$ cat config.mk
export PLATFORM = sky130hd
export DESIGN_NAME = ff_share_arb
export DESIGN_NICKNAME = d
export VERILOG_FILES = /design/src/rtl/ff_share_arb.sv
export SDC_FILE = /design/constraint.sdc
export NUM_CORES = 1
export LEC_CHECK = 0
export BUFFER_PORTS_ARGS = -buffer_cell sky130_fd_sc_hd__clkbuf_2
export CAP_MARGIN = 20
export CORE_ASPECT_RATIO = 0.6
export CORE_MARGIN = 1
export CORE_UTILIZATION = 54
export DETAILED_ROUTE_END_ITERATION = 8
export PLACE_DENSITY = 0.94
export SLEW_MARGIN = 20
export SYNTH_ARGS = -nofsm -noshare
export SYNTH_HDL_FRONTEND = slang
export SYNTH_SLANG_ARGS = --single-unit
export TNS_END_PERCENT = 30
$ cat constraint.sdc
create_clock -name clk -period 6.1 [get_ports clk]
set_input_delay 0.305 -clock clk [delete_from_list [all_inputs] [get_ports clk]]
set_output_delay 0.305 -clock clk [all_outputs]
set_load 0.005 [all_outputs]
$ cat src/rtl/ff_share_arb.sv
// Round-robin arbiter and write sequencer for one shared WIDTH-bit register.
// Optional per-requester lock keeps the grant on one requester for a burst.

module ff_share_arb_lane #(
  parameter int NUM_REQ = 4,
  parameter int OW      = 2,
  parameter int IDX     = 0
) (
  input  logic [NUM_REQ-1:0] req,
  input  logic [OW-1:0]      ptr,
  output logic               win
);
  // Requesters visited before IDX when scanning upward from ptr, cyclically.
  logic [NUM_REQ-1:0] ahead;

  always_comb begin
    ahead = '0;
    for (int j = 0; j < NUM_REQ; j++) begin
      if (int'(ptr) <= IDX) ahead[j] = (j >= int'(ptr)) && (j < IDX);
      else                  ahead[j] = (j >= int'(ptr)) || (j < IDX);
    end
  end

  assign win = req[IDX] && !(|(ahead & req));
endmodule

module ff_share_arb #(
  parameter int               WIDTH   = 8,
  parameter int               NUM_REQ = 4,
  parameter logic [WIDTH-1:0] INIT    = '0,
  localparam int              OW      = $clog2(NUM_REQ)
) (
  input  logic                     clk,
  input  logic                     rst,
  input  logic                     clr,
  input  logic [NUM_REQ-1:0]       req,
  input  logic [NUM_REQ-1:0]       lock,
  input  logic [NUM_REQ*WIDTH-1:0] data,
  output logic [NUM_REQ-1:0]       gnt,
  output logic                     locked,
  output logic [WIDTH-1:0]         q,
  output logic [OW-1:0]            q_owner,
  output logic                     q_valid,
  output logic [15:0]              wr_count
);
  typedef enum logic {IDLE, LOCKED} state_t;

  localparam logic [OW-1:0] LAST = OW'(NUM_REQ - 1);

  state_t             state, state_nxt;
  logic [OW-1:0]      ptr, ptr_nxt, lo, lo_nxt;
  logic [NUM_REQ-1:0] rr_win, lo_oh;
  logic [OW-1:0]      widx;
  logic [WIDTH-1:0]   wdata;
  logic               any_gnt;

  // Wrap explicitly so a non-power-of-two NUM_REQ never lands on an unused index.
  function automatic logic [OW-1:0] inc_mod(input logic [OW-1:0] x);
    return (x == LAST) ? '0 : x + 1'b1;
  endfunction

  for (genvar i = 0; i < NUM_REQ; i++) begin : g_lane
    ff_share_arb_lane #(.NUM_REQ(NUM_REQ), .OW(OW), .IDX(i)) u_lane (
      .req (req),
      .ptr (ptr),
      .win (rr_win[i])
    );
    assign lo_oh[i] = (lo == OW'(i));
  end

  // Gated by rst so an asserted reset drops the grant without waiting for an edge.
  always_comb begin
    gnt = '0;
    if (rst && !clr) gnt = (state == IDLE) ? rr_win : (lo_oh & req);
  end

  assign any_gnt = |gnt;
  assign locked  = (state == LOCKED);

  always_comb begin
    widx  = '0;
    wdata = '0;
    for (int i = 0; i < NUM_REQ; i++) begin
      if (gnt[i]) begin
        widx  = OW'(i);
        wdata = data[i*WIDTH +: WIDTH];
      end
    end
  end

  // Lock release is judged on req/lock alone, so it still happens under clr.
  always_comb begin
    state_nxt = state;
    ptr_nxt   = ptr;
    lo_nxt    = lo;
    case (state)
      IDLE: begin
        if (any_gnt) begin
          if (lock[widx]) begin
            state_nxt = LOCKED;
            lo_nxt    = widx;
          end else begin
            ptr_nxt = inc_mod(widx);
          end
        end
      end
      LOCKED: begin
        if (!req[lo] || !lock[lo]) begin
          state_nxt = IDLE;
          ptr_nxt   = inc_mod(lo);
        end
      end
      default: state_nxt = IDLE;
    endcase
  end

  always_ff @(posedge clk or negedge rst) begin
    if (!rst) begin
      state <= IDLE;
      ptr   <= '0;
      lo    <= '0;
    end else begin
      state <= state_nxt;
      ptr   <= ptr_nxt;
      lo    <= lo_nxt;
    end
  end

  always_ff @(posedge clk or negedge rst) begin
    if (!rst) begin
      q        <= INIT;
      q_owner  <= '0;
      q_valid  <= 1'b0;
      wr_count <= '0;
    end else if (clr) begin
      q        <= INIT;
      q_owner  <= '0;
      q_valid  <= 1'b0;
      wr_count <= '0;
    end else if (any_gnt) begin
      q        <= wdata;
      q_owner  <= widx;
      q_valid  <= 1'b1;
      wr_count <= wr_count + 16'd1;
    end
  end
endmodule

==> results of run 1 <==
==> final cells by class <==
class,instances,area share
clock buffer,6,0.0319
clock inverter,2,0.00387
inverter,13,0.0188
multi-input combinational,177,0.470
sequential,32,0.309
tap,47,0.0227
timing repair buffer,74,0.143
==> worst max-delay path, cell delays in order (launching register included) <==
cell	delay [ns]
dfrtp_1	0.44
inv_1	0.12
ha_1	0.31
a22o_1	0.22
o31ai_1	0.23
and3_1	0.68
nor3_2	0.23
o41ai_2	0.41
mux2_4	0.34
==> kinds of logic after synthesis <==
kind of cell / count (synthesis) / synth area share
buf+inv: 24 / 0.0528
compound gates: 78 / 0.251
flops: 32 / 0.376
simple gates: 78 / 0.204
xor+xnor: 4 / 0.0164
fa+ha+maj: 11 / 0.0646
mux: 6 / 0.0352
==> synth_stat cells (all sizes together), types with 6 or more instances <==
cell / count
ha: 11
buf: 9
nor2b: 6
or3: 7
a21oi: 27
dfrtp: 32
and2: 6
o21ai: 20
a221o: 8
nand2: 19
inv: 13
nor2: 9
nand3: 14
==> state kept, by name, indices dropped and copies added (netlist names) <==
signal / cells
wr_count: 16
q: 8
lo: 2
ptr: 2
q_owner: 2
locked: 1
q_valid: 1
==> where the power goes <==
part / switching (µW) / internal (µW)
clock: 80.6 / 89.9
combinational: 175 / 141
sequential: 59.2 / 256
total: 315 / 487
==> worst paths after layout <==
kind / cells past startpoint / to / slack [ns] / startpoint
max: 8 / ptr[0] / 3.00 / ptr[1]
min: 1 / wr_count[12] / 0.1 / rst
max reg2reg: 8 / ptr[0] / 3.00 / ptr[1]
min reg2reg: 1 / q_owner[1] / 0.51 / q_owner[1]
max in group asynchronous: 1 / q_owner[1] / 5.50 / rst
min in group clk: 2 / q[5] / 0.25 / data[29]
==> routing by layer <==
layer | vias up | global-route usage | wire length, µm
met1 | 1044 | 0.423 | 2680
met5 | - | 0 | 0
met3 | 12 | 0.0872 | 613
li1 | 996 | - | -
met4 | 0 | 0.0891 | 90
met2 | 162 | 0.490 | 2840
==> stage by stage <==
| step | instance area [µm²] | hold slack, ns | util | power [µW] |
|---|---|---|---|---|
| floorplan | 2130 | 0.00941 | - | 513 |
| global placement | 2500 | 0.423 | 0.671 | 609 |
| detailed placement | 2500 | 0.423 | 0.671 | 621 |
| CTS | 2590 | 0.118 | 0.695 | 793 |
| global route | 2590 | 0.160 | 0.695 | 850 |
| finish | 2590 | 0.0971 | 0.695 | 802 |
==> impl_metrics.toml, run 1 <==
[run_status]
run_status = "finished clean"

[timing]
tightest_slew_ns = 0.858
relSlewSlack = 0.423
clock.fmax_mhz = 322
setup_violations = 0
slew_viol_final = 0
min_period_ns = 3.10
final_hold_viol_count = 0
fin_tns_setup_ns = 0
rsz0062_at_grt = "no"
min_period_over_period = 0.508
skew_ns = 0.00382
layout_setup_ws_ns = 3.00

[clock_tree]
cts_buffer_depth = 2
cts_setup_buffers = 0
ctsHoldBuffers = 0
clk_latency_ns = 0.29
h-tree-depth = 2
cts_made_buffers = 5
post_cts_resize_count = 0
cts_tree = "built"
cts.sinks = 32
clock_tree.root_cell = "clkbuf_8"
clk_pin_slew_worst_paths_ns = 0.07

[die]
start_util = 0.572
die_x_um = 83.1
coreArea_mm2 = 0.00372
dieArea_mm2 = 0.00421
ioPinCount = 75
rows = 17
chipHeight_um = 50.7

[layout]
final_cell_mix = "clkbuf_2 (74), dfrtp_1 (32), a21oi_1 (27), o21ai_0 (20), nand2_1 (19)"
multi_input_area_mm2 = 0.00122
nets = 357
syn_to_final_growth_pct = 21.5
layout_commonest_cell = "clkbuf_2"
final.fill_count = 275
diodes = 0
fin_cells = 351
layout-drive-gt1-share = 0.322
regArea_um2 = 801

[logic_synthesis]
async_flop_share = 1.00
syn_nets = 287
synth_warnings = 0
yosys.area.top_type = "dfrtp_1"
synth_edf_count = 0
yosys-top-cells-area = "dfrtp_1 (38%), ha_1 (6.5%), a21oi_1 (6.3%)"
yosysTopAreaCellShare = 0.376
yosysUniqueCellTypes = 50
synthCells = 233
syn_area_mm2 = 0.00213
synth_ff_type = "dfrtp_1"
synth_seq_area_share = 0.376
synth-seq-cells = 32
syn_area_per_cell_um2 = 9.15

[critical_path]
required_ns = 6.27
cp.arrival_ns = 3.28
path_class = "flop to flop"
cp-start-kind = "flop"
end_kind = "flop"
crit_fanout = 17

[power_and_ir_drop]
power_density_mw_per_mm2 = 310
p_leak_uw = 0.00128
irDropWorstVdd_uv = 229

[routing]
wl_per_cell_um = 17.7
drc_errors = 0
viasPerCell = 6.31
route.vias.total = 2214
drt_iter0_markers = 188
firstDrtPassIters = 5
wl_mm = 6.23
ant_nets = 0

[grt]
grt_start_max_net_pins = 34
grtUsageTotal = 0.312
grt_pass1_vias = 2030
grt_overflow = 0
antenna_found_initial = 0
grt_pass1_wl_mm = 10.1

[place]
preCtsSetupSlack_ns = 2.96
dp_hpwl_mm = 4.57
numPortBuffers = 74
gp_congestion = 1.04
dp.cells = 343

[worst_hold_path]
hp-class = "input pin to async pin"

[job]
max_cap_viol_count = 0
No activity file was read; power rests on OpenSTA's default activity.
==> run 2, diff against run 1 <==
--- a/config.mk
+++ b/config.mk
@@ -5,13 +5,14 @@
 export SDC_FILE = /design/constraint.sdc
 export NUM_CORES = 1
 export LEC_CHECK = 0
+export ABC_AREA = 1
 export BUFFER_PORTS_ARGS = -buffer_cell sky130_fd_sc_hd__clkbuf_2
 export CAP_MARGIN = 20
 export CORE_ASPECT_RATIO = 0.6
 export CORE_MARGIN = 1
-export CORE_UTILIZATION = 54
+export CORE_UTILIZATION = 51
 export DETAILED_ROUTE_END_ITERATION = 8
-export PLACE_DENSITY = 0.94
+export PLACE_DENSITY = 0.89
 export SLEW_MARGIN = 20
 export SYNTH_ARGS = -nofsm -noshare
 export SYNTH_HDL_FRONTEND = slang
==> constraint.sdc (replaced) <==
create_clock -name clk -period 3.3 [get_ports clk]
set_input_delay 0.165 -clock clk [delete_from_list [all_inputs] [get_ports clk]]
set_output_delay 0.165 -clock clk [all_outputs]
set_load 0.005 [all_outputs]
==> impl_metrics.toml, run 2 <==
[grt]
grt_start_max_net_pins = 33
grtUsageTotal = 0.261
antenna_found_initial = 0
grt_overflow = 0
grt_pass1_wl_mm = 9.00
grt_pass1_vias = 2019

[die]
coreArea_mm2 = 0.00417
dieArea_mm2 = 0.00469
start_util = 0.540
die_x_um = 87.8
chipHeight_um = 53.5
ioPinCount = 75
rows = 18

[clock_tree]
clock_tree.root_cell = "clkbuf_8"
cts_tree = "built"
cts.sinks = 32
clk_pin_slew_worst_paths_ns = 0.07
cts_buffer_depth = 2
cts_made_buffers = 5
h-tree-depth = 2
cts_setup_buffers = 0
clk_latency_ns = 0.29

[job]
max_cap_viol_count = 0

[logic_synthesis]
synth_warnings = 0
yosys-top-cells-area = "dfrtp_1 (36%), nand2_1 (10%), ha_1 (6.1%)"
synth_ff_type = "dfrtp_1"
yosysUniqueCellTypes = 38
synth_common_cells = "nand2_1 (62), dfrtp_1 (32), inv_1 (27)"
yosys.area.top_type = "dfrtp_1"
synth_edf_count = 0
synth-seq-cells = 32
syn_area_per_cell_um2 = 7.79
synthCells = 289
synth_seq_area_share = 0.356
syn_area_mm2 = 0.00225
yosysTopAreaCellShare = 0.356
yosysMostFrequentCell = "nand2_1"
async_flop_share = 1.00
syn_nets = 343

[place]
dp_hpwl_mm = 4.18
gp_congestion = 0.879
preCtsSetupSlack_ns = 0.897
numPortBuffers = 74

[timing]
slew_viol_final = 0
setup_violations = 0
min_period_over_period = 0.731
layout_setup_ws_ns = 0.888
clock.fmax_mhz = 415
rsz0062_at_grt = "no"
skew_ns = 0.00822
tightest_slew_ns = 0.484
min_period_ns = 2.41
relSlewSlack = 0.674
fin_tns_setup_ns = 0
final_hold_viol_count = 0

[worst_hold_path]
min_to = "q[7]"
hold_depth = 3
worstHoldStart = "data[31]"
hp-class = "input pin to flop"

[routing]
route.vias.total = 2212
ant_nets = 0
drt_iter0_markers = 141
drc_errors = 0
wl_mm = 5.36
firstDrtPassIters = 4
viasPerCell = 5.20
wl_per_cell_um = 12.6

[layout]
regMostFlops = "wr_count"
largest_register_ffs = 16
diodes = 0
nets = 418
syn_to_final_growth_pct = 21.5
layout-drive-gt1-share = 0.312
reg_top3 = "wr_count: 16 flops, q: 8 flops"
layout_commonest_cell = "clkbuf_2"
final_cell_mix = "clkbuf_2 (74), nand2_1 (62), dfrtp_1 (32), inv_1 (27), nor2_1 (23)"

[critical_path]
path_class = "flop to flop"
crit_top_cell = "nand2_1"
critPathBufInv = 3
required_ns = 3.49
slowest_stage = "dfrtp_1"
r2r-end = "wr_count[11]"
crit_chain = "inv_1, ha_1, nand2_1, inv_1, nor2_1, nand2_1, nand2_1, nand2_2, nand2_4, nor2_8, inv_2, nand3_1, nor2_1, nand2_1, nand2_1, nor2_1"
crit_fanout = 23
rrSetupSlack_ns = 0.89
cpPeakStageDelay_ns = 0.44
cp.arrival_ns = 2.60
r2r-start = "ptr[0]"
r2r_cells = 16
end_kind = "flop"
path_delay_family = "simple AND/OR/NAND/NOR gates"
cp.depth = 16
cp-start-kind = "flop"

[power_and_ir_drop]
irDropWorstVdd_uv = 307
power_density_mw_per_mm2 = 565
p_leak_uw = 0.00147

[run_status]
run_status = "finished clean"
## run 2: worst max path at each step
| stage | from | endpoint | slack (ns) |
|---|---|---|---|
| floorplan | ptr[1] | wr_count[13] | 1.46 |
| global placement | ptr[1] | wr_count[11] | 1.06 |
| detailed placement | ptr[0] | wr_count[11] | 0.90 |
| CTS | ptr[1] | wr_count[11] | 0.89 |
| global route | ptr[1] | wr_count[11] | 0.56 |
| finish | ptr[0] | wr_count[11] | 0.89 |
## run 2: logic make-up (layout without fill, tap and decap cells)
group / after synthesis / in the layout / share of synthesized area
DFF: 32 / 32 / 0.356
AOI/OAI and AO/OA: 57 / 57 / 0.138
and+or+nand+nor: 146 / 146 / 0.347
adders and majority gates: 11 / 11 / 0.0611
buffers and inverters: 40 / 116 / 0.0856
xor gates and xnor gates: 3 / 3 / 0.0117
## run 2: report_power, final
group	internal, µW	switching [µW]	leakage, µW	total [µW]
logic	253	405	0.000989	659
registers	488	86.4	0.000430	574
clock network	166	146	0.0000510	312
## run 2: repair_timing
item | 4_1_cts | 5_1_grt
endpoints found under the hold margin | 32 | 0
gates resized for setup | 0 | 0
hold buffers | 1 | 0
setup endpoints to repair | 0 | 0
## run 2: worst reg2reg max path, cell delays in order (launching register included)
cell	delay, ns
dfrtp_1	0.44
inv_1	0.11
ha_1	0.23
nand2_1	0.07
inv_1	0.03
nor2_1	0.09
nand2_1	0.07
nand2_1	0.09
nand2_2	0.24
nand2_4	0.20
nor2_8	0.07
inv_2	0.20
nand3_1	0.16
nor2_1	0.16
nand2_1	0.06
nand2_1	0.05
nor2_1	0.04
## run 2: through the flow
step,util,hold WS (ns),total power [µW],cell area [µm²],std cells
3_5_place_dp,0.632,0.227,1230,2630,416
6_report,0.656,0.112,1540,2730,425
4_1_cts,0.656,0.108,1550,2730,425
3_3_place_gp,0.632,0.223,1210,2630,416
5_1_grt,0.656,0.118,1660,2730,425
2_1_floorplan,-,-0.131,1050,2250,289
## run 2: layout make-up
type | count | area, µm²
Inverter | 32 | 120
Clock inverter | 2 | 10.0
Sequential cell | 32 | 801
Fill cell | 351 | 1430
Multi-Input combinational cell | 217 | 1260
Clock buffer | 6 | 82.6
Timing Repair Buffer | 76 | 388
Tap cell | 60 | 75.1
## run 2: per-layer routing
layer	up-vias	part of all wire	track usage
met5	-	0	0
met4	0	0.015	0.107
met3	9	0.087	0.0655
met2	110	0.44	0.425
met1	1001	0.46	0.335
li1	1092	-	-
